==> config.mk <==
export PLATFORM = sky130hd
export DESIGN_NAME = multi_cycle_controller
export DESIGN_NICKNAME = d
export VERILOG_FILES = /design/src/rtl/multi_cycle_controller.sv
export SDC_FILE = /design/constraint.sdc
export NUM_CORES = 1
export LEC_CHECK = 0
export CORE_MARGIN = 2
export CORE_UTILIZATION = 34
export DETAILED_ROUTE_END_ITERATION = 12
export PLACE_DENSITY = 0.73
export SYNTH_ARGS = -nofsm -noshare
export SYNTH_HDL_FRONTEND = slang
export SYNTH_SLANG_ARGS = --single-unit
==> constraint.sdc <==
create_clock -name clk -period 1.93 [get_ports clk]
set_clock_uncertainty 0.1 [all_clocks]
set_input_delay 0.386 -clock clk [delete_from_list [all_inputs] [get_ports clk]]
set_output_delay 0.386 -clock clk [all_outputs]
set_load 0.01 [all_outputs]
==> src/rtl/multi_cycle_controller.sv <==
// ============================================================================
// multi_cycle_controller
// ----------------------------------------------------------------------------
// Multi-cycle sequencer for the MIPS-subset CPU. It steps each instruction
// through FETCH / DECODE / EXEC / MEM / WB and drives the datapath strobes and
// mux selects for each state. Both memories may stall through their ready
// handshakes.
//
// Optional build macro: INSTRET_CNT_EN adds the instret/cycles counter ports.
//
// Ports:
//   clk         system clock, rising edge
//   reset       asynchronous, active-high
//   op, func    IR[31:26] / IR[5:0], stable from DECODE until next FETCH
//   zero        ALU zero flag (valid in EXEC)
//   imem_ready  instruction word valid this cycle
//   dmem_ready  data access complete this cycle
//   imem_req    instruction fetch request (FETCH)
//   dmem_req    data access request (MEM)
//   PCWr, IRWr, RegWr, MemWr   write enables
//   RegDst      00 rt, 01 rd, 10 RA_REG
//   MemtoReg    00 ALU, 01 memory data, 10 PC+4
//   PCSrc       00 PC+4, 01 branch target, 10 jump target, 11 rs
//   ALUSrc      0 rt, 1 immediate
//   Extop       1 sign-extend, 0 zero-extend
//   Shift       ALU A operand = shamt
//   ALUctr      ALU operation code
//   state       FETCH=0, DECODE=1, EXEC=2, MEM=3, WB=4
//   illegal     one-cycle pulse in DECODE for an unsupported op/func
//   instret, cycles (INSTRET_CNT_EN only) retired-instruction / clock counts
// ============================================================================
module multi_cycle_controller #(
    parameter logic [4:0] RA_REG = 5'd31,   // register selected by RegDst=10
    parameter int         ALU_W  = 4
) (
    input  logic             clk,
    input  logic             reset,
    input  logic [5:0]       op,
    input  logic [5:0]       func,
    input  logic             zero,
    input  logic             imem_ready,
    input  logic             dmem_ready,
    output logic             imem_req,
    output logic             dmem_req,
    output logic             PCWr,
    output logic             IRWr,
    output logic             RegWr,
    output logic             MemWr,
    output logic [1:0]       RegDst,
    output logic [1:0]       MemtoReg,
    output logic [1:0]       PCSrc,
    output logic             ALUSrc,
    output logic             Extop,
    output logic             Shift,
    output logic [ALU_W-1:0] ALUctr,
    output logic [2:0]       state,
    output logic             illegal
`ifdef INSTRET_CNT_EN
    ,
    output logic [31:0]      instret,
    output logic [31:0]      cycles
`endif
);

    localparam logic [2:0] S_FETCH  = 3'd0;
    localparam logic [2:0] S_DECODE = 3'd1;
    localparam logic [2:0] S_EXEC   = 3'd2;
    localparam logic [2:0] S_MEM    = 3'd3;
    localparam logic [2:0] S_WB     = 3'd4;

    localparam logic [ALU_W-1:0] ALU_ADD = ALU_W'(0);
    localparam logic [ALU_W-1:0] ALU_SUB = ALU_W'(1);
    localparam logic [ALU_W-1:0] ALU_AND = ALU_W'(2);
    localparam logic [ALU_W-1:0] ALU_OR  = ALU_W'(3);
    localparam logic [ALU_W-1:0] ALU_XOR = ALU_W'(4);
    localparam logic [ALU_W-1:0] ALU_SLL = ALU_W'(5);
    localparam logic [ALU_W-1:0] ALU_SRL = ALU_W'(6);
    localparam logic [ALU_W-1:0] ALU_SRA = ALU_W'(7);
    localparam logic [ALU_W-1:0] ALU_LUI = ALU_W'(8);

    logic [2:0] state_reg;
    logic [2:0] state_next;

    // ------------------------------------------------------------------
    // Instruction decode (pure function of op/func)
    // ------------------------------------------------------------------
    logic             dec_legal;
    logic             dec_r_alu;   // R-type ALU op, writes rd
    logic             dec_i_alu;   // I-type ALU op incl. lui, writes rt
    logic             dec_lw;
    logic             dec_sw;
    logic             dec_beq;
    logic             dec_bne;
    logic             dec_j;
    logic             dec_jal;
    logic             dec_jr;
    logic [ALU_W-1:0] dec_alu;
    logic             dec_alu_src;
    logic             dec_ext;
    logic             dec_shift;

    always_comb begin
        dec_legal   = 1'b1;
        dec_r_alu   = 1'b0;
        dec_i_alu   = 1'b0;
        dec_lw      = 1'b0;
        dec_sw      = 1'b0;
        dec_beq     = 1'b0;
        dec_bne     = 1'b0;
        dec_j       = 1'b0;
        dec_jal     = 1'b0;
        dec_jr      = 1'b0;
        dec_alu     = ALU_ADD;
        dec_alu_src = 1'b0;
        dec_ext     = 1'b0;
        dec_shift   = 1'b0;
        case (op)
            6'b000000: begin
                dec_r_alu = 1'b1;
                case (func)
                    6'b100000: dec_alu = ALU_ADD;
                    6'b100010: dec_alu = ALU_SUB;
                    6'b100100: dec_alu = ALU_AND;
                    6'b100101: dec_alu = ALU_OR;
                    6'b100110: dec_alu = ALU_XOR;
                    6'b000000: begin dec_alu = ALU_SLL; dec_shift = 1'b1; end
                    6'b000010: begin dec_alu = ALU_SRL; dec_shift = 1'b1; end
                    6'b000011: begin dec_alu = ALU_SRA; dec_shift = 1'b1; end
                    6'b001000: begin dec_r_alu = 1'b0; dec_jr = 1'b1; end
                    default:   begin dec_r_alu = 1'b0; dec_legal = 1'b0; end
                endcase
            end
            6'b001000: begin dec_i_alu = 1'b1; dec_alu = ALU_ADD; dec_alu_src = 1'b1; dec_ext = 1'b1; end
            6'b001100: begin dec_i_alu = 1'b1; dec_alu = ALU_AND; dec_alu_src = 1'b1; end
            6'b001101: begin dec_i_alu = 1'b1; dec_alu = ALU_OR;  dec_alu_src = 1'b1; end
            6'b001110: begin dec_i_alu = 1'b1; dec_alu = ALU_XOR; dec_alu_src = 1'b1; end
            6'b001111: begin dec_i_alu = 1'b1; dec_alu = ALU_LUI; dec_alu_src = 1'b1; end
            6'b100011: begin dec_lw    = 1'b1; dec_alu = ALU_ADD; dec_alu_src = 1'b1; dec_ext = 1'b1; end
            6'b101011: begin dec_sw    = 1'b1; dec_alu = ALU_ADD; dec_alu_src = 1'b1; dec_ext = 1'b1; end
            6'b000100: begin dec_beq   = 1'b1; dec_alu = ALU_SUB; dec_ext = 1'b1; end
            6'b000101: begin dec_bne   = 1'b1; dec_alu = ALU_SUB; dec_ext = 1'b1; end
            6'b000010: dec_j   = 1'b1;
            6'b000011: dec_jal = 1'b1;
            default:   dec_legal = 1'b0;
        endcase
    end

    // ------------------------------------------------------------------
    // Next state and per-state outputs (before reset gating)
    // ------------------------------------------------------------------
    logic             imem_req_c, dmem_req_c, pc_wr_c, ir_wr_c, reg_wr_c, mem_wr_c, illegal_c;
    logic [1:0]       reg_dst_c, mem_to_reg_c, pc_src_c;
    logic             alu_src_c, ext_c, shift_c;
    logic [ALU_W-1:0] alu_c;

    always_comb begin
        state_next   = state_reg;
        imem_req_c   = 1'b0;
        dmem_req_c   = 1'b0;
        pc_wr_c      = 1'b0;
        ir_wr_c      = 1'b0;
        reg_wr_c     = 1'b0;
        mem_wr_c     = 1'b0;
        illegal_c    = 1'b0;
        reg_dst_c    = 2'b00;
        mem_to_reg_c = 2'b00;
        pc_src_c     = 2'b00;
        alu_src_c    = 1'b0;
        ext_c        = 1'b0;
        shift_c      = 1'b0;
        alu_c        = ALU_ADD;

        // ALU selects stay valid through EXEC, MEM and WB so the operands
        // do not change under a stalled data access or the write-back.
        if (state_reg == S_EXEC || state_reg == S_MEM || state_reg == S_WB) begin
            alu_src_c = dec_alu_src;
            ext_c     = dec_ext;
            shift_c   = dec_shift;
            alu_c     = dec_alu;
        end

        case (state_reg)
            S_FETCH: begin
                imem_req_c = 1'b1;
                if (imem_ready) begin
                    ir_wr_c    = 1'b1;
                    pc_wr_c    = 1'b1;      // PC <= PC+4 (PCSrc 00)
                    state_next = S_DECODE;
                end
            end
            S_DECODE: begin
                if (dec_legal) begin
                    state_next = S_EXEC;
                end else begin
                    // PC already advanced in FETCH, so the word is skipped.
                    illegal_c  = 1'b1;
                    state_next = S_FETCH;
                end
            end
            S_EXEC: begin
                if (dec_r_alu || dec_i_alu) begin
                    state_next = S_WB;
                end else if (dec_lw || dec_sw) begin
                    state_next = S_MEM;
                end else if (dec_beq || dec_bne) begin
                    pc_src_c   = 2'b01;
                    pc_wr_c    = dec_beq ? zero : ~zero;
                    state_next = S_FETCH;
                end else if (dec_j) begin
                    pc_src_c   = 2'b10;
                    pc_wr_c    = 1'b1;
                    state_next = S_FETCH;
                end else if (dec_jal) begin
                    // Link is written in the same cycle the PC jumps; the
                    // register file sees PC+4 of the jal itself.
                    pc_src_c     = 2'b10;
                    pc_wr_c      = 1'b1;
                    reg_wr_c     = 1'b1;
                    reg_dst_c    = 2'b10;
                    mem_to_reg_c = 2'b10;
                    state_next   = S_FETCH;
                end else begin
                    pc_src_c   = 2'b11;     // jr
                    pc_wr_c    = 1'b1;
                    state_next = S_FETCH;
                end
            end
            S_MEM: begin
                dmem_req_c = 1'b1;
                mem_wr_c   = dec_sw;
                if (dmem_ready) begin
                    state_next = dec_sw ? S_FETCH : S_WB;
                end
            end
            S_WB: begin
                reg_wr_c     = 1'b1;
                reg_dst_c    = dec_r_alu ? 2'b01 : 2'b00;
                mem_to_reg_c = dec_lw ? 2'b01 : 2'b00;
                state_next   = S_FETCH;
            end
            default: state_next = S_FETCH;
        endcase
    end

    always_ff @(posedge clk or posedge reset) begin
        if (reset) begin
            state_reg <= S_FETCH;
        end else begin
            state_reg <= state_next;
        end
    end

    // Reset masks every output combinationally so an aborted instruction
    // cannot complete a write in the cycle reset rises.
    always_comb begin
        state    = reset ? S_FETCH : state_reg;
        imem_req = ~reset & imem_req_c;
        dmem_req = ~reset & dmem_req_c;
        PCWr     = ~reset & pc_wr_c;
        IRWr     = ~reset & ir_wr_c;
        RegWr    = ~reset & reg_wr_c;
        MemWr    = ~reset & mem_wr_c;
        illegal  = ~reset & illegal_c;
        RegDst   = reset ? 2'b00 : reg_dst_c;
        MemtoReg = reset ? 2'b00 : mem_to_reg_c;
        PCSrc    = reset ? 2'b00 : pc_src_c;
        ALUSrc   = ~reset & alu_src_c;
        Extop    = ~reset & ext_c;
        Shift    = ~reset & shift_c;
        ALUctr   = reset ? ALU_ADD : alu_c;
    end

`ifdef INSTRET_CNT_EN
    logic [31:0] instret_reg;
    logic [31:0] cycles_reg;
    logic        retire;

    // Retirement is the step back to FETCH from EXEC/MEM/WB; the illegal
    // path leaves from DECODE and is therefore not counted.
    assign retire = (state_reg == S_EXEC || state_reg == S_MEM || state_reg == S_WB)
                    && (state_next == S_FETCH);

    always_ff @(posedge clk or posedge reset) begin
        if (reset) begin
            instret_reg <= 32'd0;
            cycles_reg  <= 32'd0;
        end else begin
            cycles_reg <= cycles_reg + 32'd1;
            if (retire) begin
                instret_reg <= instret_reg + 32'd1;
            end
        end
    end

    assign instret = instret_reg;
    assign cycles  = cycles_reg;
`endif

endmodule

==> reports/results.tsv <==
stage	metric	value	unit
setup_path	slowest_delay	330	ps
grt	grt_overflow	0	
floorplan	io_pins	40	
logic_synthesis	syn_nets	125	
cells_and_area	mostFrequentLayoutCell	buf_4	
cells_and_area	multiInputGateArea	757	sq um
placed_design	dp_cells	205	
floorplan	coreArea	1960	sq um
grt	grt_pass1_vias	1314	
setup_path	crit_slowest_cell	nor4_4	
sta	setup_slack	-217	ps
hold_path	hp-class	in2async	
status	violations	setup timing	
sta	tightest_slew	368	ps
cells_and_area	antennaDiodeCount	0	
setup_path	worstPathArrival	1660	ps
grt	grt_util_met2	55.9	%
sta	timing.final.crit_period	2150	ps
logic_synthesis	syn-cell-area	704	sq um
logic_synthesis	async_flop_share	100	%
clock_tree	cts_buffers	3	
pwr	ir_drop	0.354	mV
setup_path	critPathLaunchType	input port	
drt	dr.pass1.iters	4	
grt	grt_max_degree	9	
sta	maxSlewHeadroom	75.4	%
drt	antenna_left	0	
placed_design	placed_area	1410	sq um
grt	grt_pass1_wl	5660	um
setup_path	critPathKind	in2out	
sta	period_share	111	%
logic_synthesis	ys.flop_type	dfrtp_1	
placed_design	port_buffers	39	
logic_synthesis	yosys-top-cells-area	dfrtp_1, nor2_1, nand2_1	
drt	initialDrtViolationCount	25	
sta	finalSetupViolations	16	
logic_synthesis	yosysWarnings	0	
cells_and_area	fillers	117	
clock_tree	cts_root_buffer	clkbuf_4	
pwr	p_per_area	283	nW/um^2
clock_tree	cts_tree	done	
sta	report.final.slew_viol_count	0	
placed_design	gp_congestion	0.823	
floorplan	dieArea	2450	sq um
floorplan	rows	16	
logic_synthesis	synth_seq_area_share	10.7	%
sta	fin_setup_tns	-2020	ps
drt	num_vias	1203	
floorplan	initial_core_util	35.9	%
clock_tree	cts_hold_buf	0	
clock_tree	cts_max_level	1	
clock_tree	clk_pin_slew	40	ps
logic_synthesis	synth_cell_types	41	
cells_and_area	final_area	1630	sq um
sta	hold_violations	0	
logic_synthesis	syn_inst	108	
logic_synthesis	yosys.area.top_type	dfrtp_1	
sta	fmax	466	MHz
cells_and_area	layout-drive-gt1-share	63.9	%
grt	met3_usage	5.76	%
drt	wire_per_inst	16.2	um
status	status	complete, but fails checks	
setup_path	cp_max_fo	4	
cells_and_area	regArea	75.1	sq um
cells_and_area	largest_reg_flops	3	
floorplan	die_x	49.5	um
grt	busiest_layer	met2	
clock_tree	cts_max_path_buffers	2	
pwr	p_leak	0.750	nW
clock_tree	clock_latency	230	ps
setup_path	required	1440	ps
cells_and_area	syn2layout_area_growth	131	%
sta	grt_setup_unrepaired	true	
drt	routed_wirelength	3580	um
setup_path	critPathCaptureType	output pin	
cells_and_area	final_cell_mix	buf_4, buf_2, buf_6, nand2_1	
clock_tree	cts.sinks	3	
drt	drt-vias-per-instance	5.44	
grt	antenna_found_initial	0	
placed_design	dp_hpwl	2290	um
cells_and_area	final_cells	221	
floorplan	dieHeight	49.5	um
grt	grt_use_met1	28.4	%
logic_synthesis	synth_edf_count	0	
logic_synthesis	synth-seq-cells	3	
logic_synthesis	yosys.area.top_type_share	10.7	%
run	maxCapViolCount	0	
drt	drcViolationCount	0	
logic_synthesis	synth_area_per_cell	6.52	sq um
setup_path	path_cells	buf_8, nor4_4, nand3_2, o21ai_4, a211oi_2, and3_1, buf_2	
grt	grt.total_usage	29.7	%
cells_and_area	nets	212	
-- path summary, 6_finish.rpt --
check	endpoint	cells past startpoint	start	slack [ps]
setup / recovery	illegal	7	op[4]	-220
hold / removal	state_reg[1]	3	reset	220
setup reg to reg	state_reg[0]	4	state_reg[2]	790
hold reg to reg	state_reg[0]	2	state_reg[0]	600
max in group asynchronous	state_reg[2]	3	reset	1410
min in group clk	state_reg[1]	4	func[3]	560
-- per-stage QoR --
stage | worst slack, ps | hold WS, ps | total power, W | util, %
final | -217 | 219 | 0.000462 | 83.0
after global routing | -262 | 215 | 0.000495 | 83.0
after CTS | -203 | 219 | 0.000440 | 76.5
after detailed placement | -1020 | 518 | 0.000308 | 71.6
after global placement | -983 | 520 | 0.000302 | 71.6
after floorplan | -40.5 | 56.1 | 0.000173 | -
-- layout make-up --
class / count / area share (%)
Multi-Input combinational cell: 91 / 46.5
Timing Repair Buffer: 90 / 43.9
Sequential cell: 3 / 4.61
Tap cell: 27 / 2.07
Clock buffer: 4 / 1.61
Inverter: 6 / 1.38
-- cell usage after synthesis, drive strengths merged, types with 2 or more instances --
master / instances
nand2: 12
o21ai: 7
dfrtp: 3
and3: 2
a21oi: 7
buf: 6
nor2: 14
inv: 6
nor3: 7
nand2b: 4
or2: 3
clkbuf: 2
nand3: 4
a211oi: 2
nor4: 7
nor2b: 6
-- routing by layer --
metal  vias to the layer above  share of wire, %
met5                         -                 0
met4                         0               4.0
met3                        17               4.6
met2                        57                55
met1                       562                36
li1                        567                 -
-- critical path: cells and delay by family --
kind | cells | cell delay (ps)
and+or+nand+nor | 3 | 680
buffers and inverters | 2 | 250
AOI/OAI and AO/OA | 2 | 350
-- kinds of logic (layout without fill, tap and decap cells) --
group	after synthesis	after routing	share of synthesized area, %
AO/OA/AOI/OAI	26	26	26.1
XOR/XNOR	2	2	2.49
buffers and inverters	14	100	10.7
flip-flops	3	3	10.7
multiplexers	1	1	1.42
AND/OR/NAND/NOR	62	62	48.7
-- power breakdown --
group	leakage [nW]	internal (W)	switching, W
clock	0.0150	0.0000773	0.0000302
combinational	0.695	0.000143	0.000139
sequential	0.0402	0.0000675	0.00000474
-- timing repair --
| item | in CTS | in global routing |
|---|---|---|
| setup buffers | 7 | 6 |
| pin swaps | 25 | 19 |
| endpoints found under the setup margin | 26 | 20 |
| gates resized for setup | 165 | 27 |
No activity file was read; power rests on OpenSTA's default activity.
